File: config.mk
export PLATFORM = sky130hd
export DESIGN_NAME = compare_result_tracker
export DESIGN_NICKNAME = d
export VERILOG_FILES = /design/src/rtl/compare_result_tracker.sv
export SDC_FILE = /design/constraint.sdc
export NUM_CORES = 1
export LEC_CHECK = 0
export ABC_AREA = 1
export CAP_MARGIN = 20
export CORE_MARGIN = 1.5
export CORE_UTILIZATION = 47
export CTS_CLUSTER_SIZE = 28
export DETAILED_ROUTE_END_ITERATION = 7
export PLACE_DENSITY = 0.87
export SYNTH_ARGS = -nofsm -noshare
export SYNTH_HDL_FRONTEND = slang
export SYNTH_SLANG_ARGS = --single-unit
File: constraint.sdc
create_clock -name clk -period 2.23 [get_ports clk]
set_clock_uncertainty 0.1 [all_clocks]
set_input_delay 0.3345 -clock clk [delete_from_list [all_inputs] [get_ports clk]]
set_output_delay 0.3345 -clock clk [all_outputs]
set_load 0.03 [all_outputs]
File: src/rtl/compare_result_tracker.sv
// Debounces one-hot comparator flags into a committed result code,
// with per-result commit counters and a sticky protocol-error flag.
module compare_result_tracker #(
  parameter int unsigned STABLE_CNT = 4
) (
  input  logic       clk,
  input  logic       rst,
  input  logic       sample_en,
  input  logic       less,
  input  logic       equal,
  input  logic       greater,
  input  logic       clr_counts,
  output logic [1:0] result,
  output logic       result_valid,
  output logic       changed,
  output logic [7:0] cnt_less,
  output logic [7:0] cnt_equal,
  output logic [7:0] cnt_greater,
  output logic       err
);

  typedef enum logic [1:0] {
    IDLE   = 2'd0,
    LOCKED = 2'd1,
    FAULT  = 2'd2
  } state_t;

  localparam logic [3:0] STABLE = 4'(STABLE_CNT);

  state_t     state_q, state_d;
  logic [3:0] run_q, run_d;
  logic [1:0] cand_q, cand_d;
  logic [1:0] result_q, result_d;
  logic       valid_q, valid_d;
  logic       changed_q, changed_d;
  logic [7:0] cl_q, cl_d;
  logic [7:0] ce_q, ce_d;
  logic [7:0] cg_q, cg_d;
  logic       err_q, err_d;

  logic       onehot;
  logic       bad;
  logic       commit;
  logic [1:0] code;

  always_comb begin
    onehot = (less ^ equal ^ greater) & ~(less & equal & greater);
    bad    = sample_en & ~onehot;
    code   = less ? 2'b01 : (equal ? 2'b10 : 2'b11);

    state_d   = state_q;
    run_d     = run_q;
    cand_d    = cand_q;
    result_d  = result_q;
    changed_d = 1'b0;
    cl_d      = cl_q;
    ce_d      = ce_q;
    cg_d      = cg_q;
    err_d     = err_q;
    commit    = 1'b0;

    if (bad) begin
      state_d  = FAULT;
      run_d    = 4'd0;
      cand_d   = 2'b00;
      result_d = 2'b00;
      err_d    = 1'b1;
    end else if (sample_en) begin
      if (code == cand_q) begin
        run_d = (run_q >= STABLE) ? STABLE : run_q + 4'd1;
      end else begin
        run_d  = 4'd1;
        cand_d = code;
      end
      // A full run only commits when it carries news.
      commit = (run_d == STABLE) &&
               ((state_q != LOCKED) || (cand_d != result_q));
    end

    if (commit) begin
      state_d   = LOCKED;
      result_d  = cand_d;
      changed_d = 1'b1;
      unique case (cand_d)
        2'b01:   if (cl_q != 8'hff) cl_d = cl_q + 8'd1;
        2'b10:   if (ce_q != 8'hff) ce_d = ce_q + 8'd1;
        default: if (cg_q != 8'hff) cg_d = cg_q + 8'd1;
      endcase
    end

    if (clr_counts) begin
      cl_d  = 8'd0;
      ce_d  = 8'd0;
      cg_d  = 8'd0;
      err_d = bad;
    end

    valid_d = (state_d == LOCKED);
  end

  always_ff @(posedge clk) begin
    if (rst) begin
      state_q   <= IDLE;
      run_q     <= 4'd0;
      cand_q    <= 2'b00;
      result_q  <= 2'b00;
      valid_q   <= 1'b0;
      changed_q <= 1'b0;
      cl_q      <= 8'd0;
      ce_q      <= 8'd0;
      cg_q      <= 8'd0;
      err_q     <= 1'b0;
    end else begin
      state_q   <= state_d;
      run_q     <= run_d;
      cand_q    <= cand_d;
      result_q  <= result_d;
      valid_q   <= valid_d;
      changed_q <= changed_d;
      cl_q      <= cl_d;
      ce_q      <= ce_d;
      cg_q      <= cg_d;
      err_q     <= err_d;
    end
  end

  assign result       = result_q;
  assign result_valid = valid_q;
  assign changed      = changed_q;
  assign cnt_less     = cl_q;
  assign cnt_equal    = ce_q;
  assign cnt_greater  = cg_q;
  assign err          = err_q;

endmodule

==> key figures <==
Setup path
  – Cell class contributing the biggest share of worst-path delay: buffers and inverters
  – Critical Path Slowest Stage Cell: clkdlybuf4s50_1
  – Critical-path maximum fanout: 5
  – R2R Setup Slk: 0.23 ns
  – Critical Path Source Type: input port
  – Worst path cell trace: clkdlybuf4s50_1, buf_4, nand2_1, o21ai_1, nor2_2, ha_2, inv_1, a31oi_4, buf_6, nand4_1, nand2_1, nor2_1
  – R2R Path End: cnt_equal[1]$_SDFFE_PP0P_
  – CP Class: in2reg
  – CP Data Required Time: 2.33 ns
  – Most common cell on crit path: nand2_1
  – Worst Path Buf+Inv: 4
  – R2R cell count: 8
  – Max incr delay on CP: 0.50 ns
  – CP Depth: 12
  – CP Capture Point: cnt_equal[6]$_SDFFE_PP0P_
  – R2R Path Start: cnt_equal[0]$_SDFFE_PP0P_
  – CP startpoint: sample_en
  – CP Capture Type: register
  – Worst EP arrival: 2.19 ns

CTS
  – Clock buffer depth: 2
  – Clock sink count: 37
  – CTS Buf Count: 5
  – CTS tree: done
  – Clk_lat worst skew: around 0.3 ns
  – CTS H-tree depth: 2
  – Root buf cell: clkbuf_8
  – Reg clk slew, reported paths: 0.07 ns

Floorplanning
  – Core area: 0.00400 sq mm
  – # IOs: 36
  – Site Rows: 23
  – Initial Utilization: 48.8%
  – Die Area: approximately 0.0045 sq mm
  – Die H: 67.4 microns
  – Die W: 67.4 microns

Global route
  – Gr usage total: a little under a quarter
  – Initial antenna violation count: 0
  – Grt ovf: 0
  – Pin count of the biggest net entering global routing: 19
  – First-pass GRT wire length: 7890 microns
  – Vias in the first global route: 1836

Final layout
  – Area growth syn-to-layout: 37.8%
  – Fin nets: 340
  – Design area: about 0.0027 sq mm
  – Share of cells above drive strength 1: 18.4%
  – Antenna diode count: 0

STA
  – Hold WS: 0.359 ns
  – Setup Viol. Count Final: 0
  – Max Clk Rate: 0.477 GHz
  – Slew at the pin closest to its max-slew limit: about 0.56 ns
  – Slack of the critical path: 0.135 ns
  – Final Hold Vio Count: 0
  – Post-route setup TNS: 0 ns
  – Final min period: roughly 2.1 ns
  – Unrepaired setup endpoints after global routing: false
  – Final period utilization: between 90% and 100%
  – Max_slew headroom: 62.6%
  – Final slew viol count: 0

Synthesis
  – Syn nets: 276
  – Mapped Area: between 0.0015 and 0.002 sq mm
  – Synth Area in Adders: 5.13%
  – Syn Area/Cell: 7.48 sq um
  – Post-Synthesis Cells: approximately 260
  – Post-synthesis compound-gate area fraction: ~11%
  – Simple-Gate Fraction of Synth Area: 31.6%
  – Post-synthesis sequential area ratio: between 30% and 40%
  – Main combinational cell family by area after synthesis: simple AND/OR/NAND/NOR gates
  – Synth Warn #: 0
  – XOR/XNOR share of the synthesized area: 6.28%
  – Post-synthesis cell type count: 31
  – Synth Register Bits: 37
  – Multiplexer share of the synthesized area: 0%

Detailed routing
  – Vias: 1979
  – Starting DRT DRC Count: around 140
  – Post-route ant nets: 0
  – WL per Instance: 13.2 microns
  – Vias per inst: 5.26
  – DRC viols: 0
  – DRT Wirelength: 4960 microns
  – DR pass1 iterations: 4

Place
  – Place WS: -0.485 ns
  – DP Area: 0.00251 sq mm
  – RePlAce Congestion: 0.811
  – # port buffers: 35
  – Final HPWL DP: 3400 microns

Run status
  – Status: complete, no violations

Pwr
  – Power per cell area: 497 mW/mm^2
  – LEAKAGE: approximately 0.0011 uW
  – Total power: about 1300 uW
  – Peak supply drop: roughly 0.00033 V

Hold path
  – HP Class: reg2reg
  – Hold depth: 2

Run
  – Max cap viols: 0
[final cells by class]
class | count | area, sq um
tap | 50 | 62.6
inverter | 27 | 101
sequential | 37 | 741
fill | 321 | 1310
timing repair buffer | 65 | 586
multi-input combinational | 189 | 1120
clock buffer | 6 | 72.6
clock inverter | 2 | 10.0
[per-stage QoR]
| stage | cells | util, % |
|---|---|---|
| 2_1_floorplan | 261 | - |
| 3_3_place_gp | 366 | 62.9 |
| 3_5_place_dp | 366 | 62.9 |
| 4_1_cts | 376 | 66.5 |
| 5_1_grt | 376 | 67.3 |
| 6_report | 376 | 67.3 |
[worst reg2reg max path: cells and delay by family, from the launching register on]
kind	cells	cell delay, ns
fa+ha+maj	1	0.22
buf+inv	1	0.18
flops	1	0.42
simple gates	4	0.69
compound gates	2	0.31
[power breakdown]
part	switching [uW]	internal (uW)	total [uW]
logic	105	97.3	203
registers	5.82	669	674
clock network	243	217	459
[worst min-delay path by stage]
| stage | endpoint | slack, ns | start |
|---|---|---|---|
| floorplan | result[0]$_SDFFE_PP0P_ | 0.30 | rst |
| global placement | err$_SDFFE_PP0P_ | 0.34 | err$_SDFFE_PP0P_ |
| detailed placement | err$_SDFFE_PP0P_ | 0.34 | err$_SDFFE_PP0P_ |
| CTS | run_q[3]$_SDFFE_PP0P_ | 0.36 | run_q[3]$_SDFFE_PP0P_ |
| global route | run_q[3]$_SDFFE_PP0P_ | 0.39 | run_q[3]$_SDFFE_PP0P_ |
| finish | run_q[3]$_SDFFE_PP0P_ | 0.36 | run_q[3]$_SDFFE_PP0P_ |
[kinds of logic after synthesis]
logic type / Yosys count
and+or+nand+nor: 129
adders and majority gates: 8
DFF: 37
xor gates and xnor gates: 14
buffers and inverters: 35
AOI/OAI and AO/OA: 38
[cell usage in the layout (no fill, tap or decap), types with 3 or more instances in the layout]
cell type,n
inv_1,23
a21oi_1,23
clkdlybuf4s50_1,33
ha_1,5
nor3_1,3
o21ai_0,3
inv_2,3
xnor2_1,3
a31oi_1,4
nand3_1,20
dfxtp_1,37
buf_4,27
nand2_1,46
xor2_1,11
nand4_1,13
nor2_1,29
clkbuf_8,5
nand2_2,6
[timing repair]
| item | CTS | global route |
|---|---|---|
| hold buffers | 0 | 0 |
| buffers inserted | 1 | 0 |
| setup endpoints to repair | 24 | 24 |
| pin swaps | 1 | 1 |
| resized for setup | 11 | 10 |
| gates cloned | 1 | 0 |
[registers in the layout (all words and copies together), names as in the netlist]
| register | cells |
|---|---|
| cand_q | 2 |
| changed | 1 |
| cnt_equal | 8 |
| cnt_greater | 8 |
| cnt_less | 8 |
| err | 1 |
| result | 2 |
| result_valid | 1 |
| run_q | 4 |
| state_q | 2 |
[cell usage after synthesis]
master | instances | area, sq um
xnor2_1 | 3 | 26.3
nor2_1 | 31 | 116
nand3_4 | 1 | 17.5
buf_6 | 2 | 22.5
clkinv_1 | 1 | 3.75
a31oi_2 | 1 | 12.5
xor2_1 | 11 | 96.3
inv_2 | 3 | 11.3
o31ai_1 | 1 | 7.51
inv_1 | 23 | 86.3
nand3b_1 | 2 | 15.0
and2_1 | 2 | 12.5
nor2_8 | 1 | 20.0
ha_1 | 8 | 100
nand2_1 | 48 | 180
nor2_4 | 1 | 11.3
or2_1 | 1 | 6.26
nor3_1 | 3 | 15.0
buf_2 | 3 | 15.0
buf_8 | 1 | 15.0
o21a_1 | 1 | 7.51
clkbuf_1 | 2 | 7.51
a31oi_1 | 5 | 31.3
dfxtp_1 | 37 | 741
a21oi_1 | 23 | 115
nand3_2 | 1 | 10.0
nand4_1 | 13 | 81.3
o22ai_1 | 1 | 6.26
nand3_1 | 20 | 100
o21ai_0 | 6 | 30.0
nand2_2 | 5 | 31.3
[layer usage]
metal	global-route usage [%]	routed length, microns
met1	27.2	2040
met2	38.6	2500
met3	4.83	262
met4	14.5	155
met5	0	0
Power figures use the tool's default switching activity.
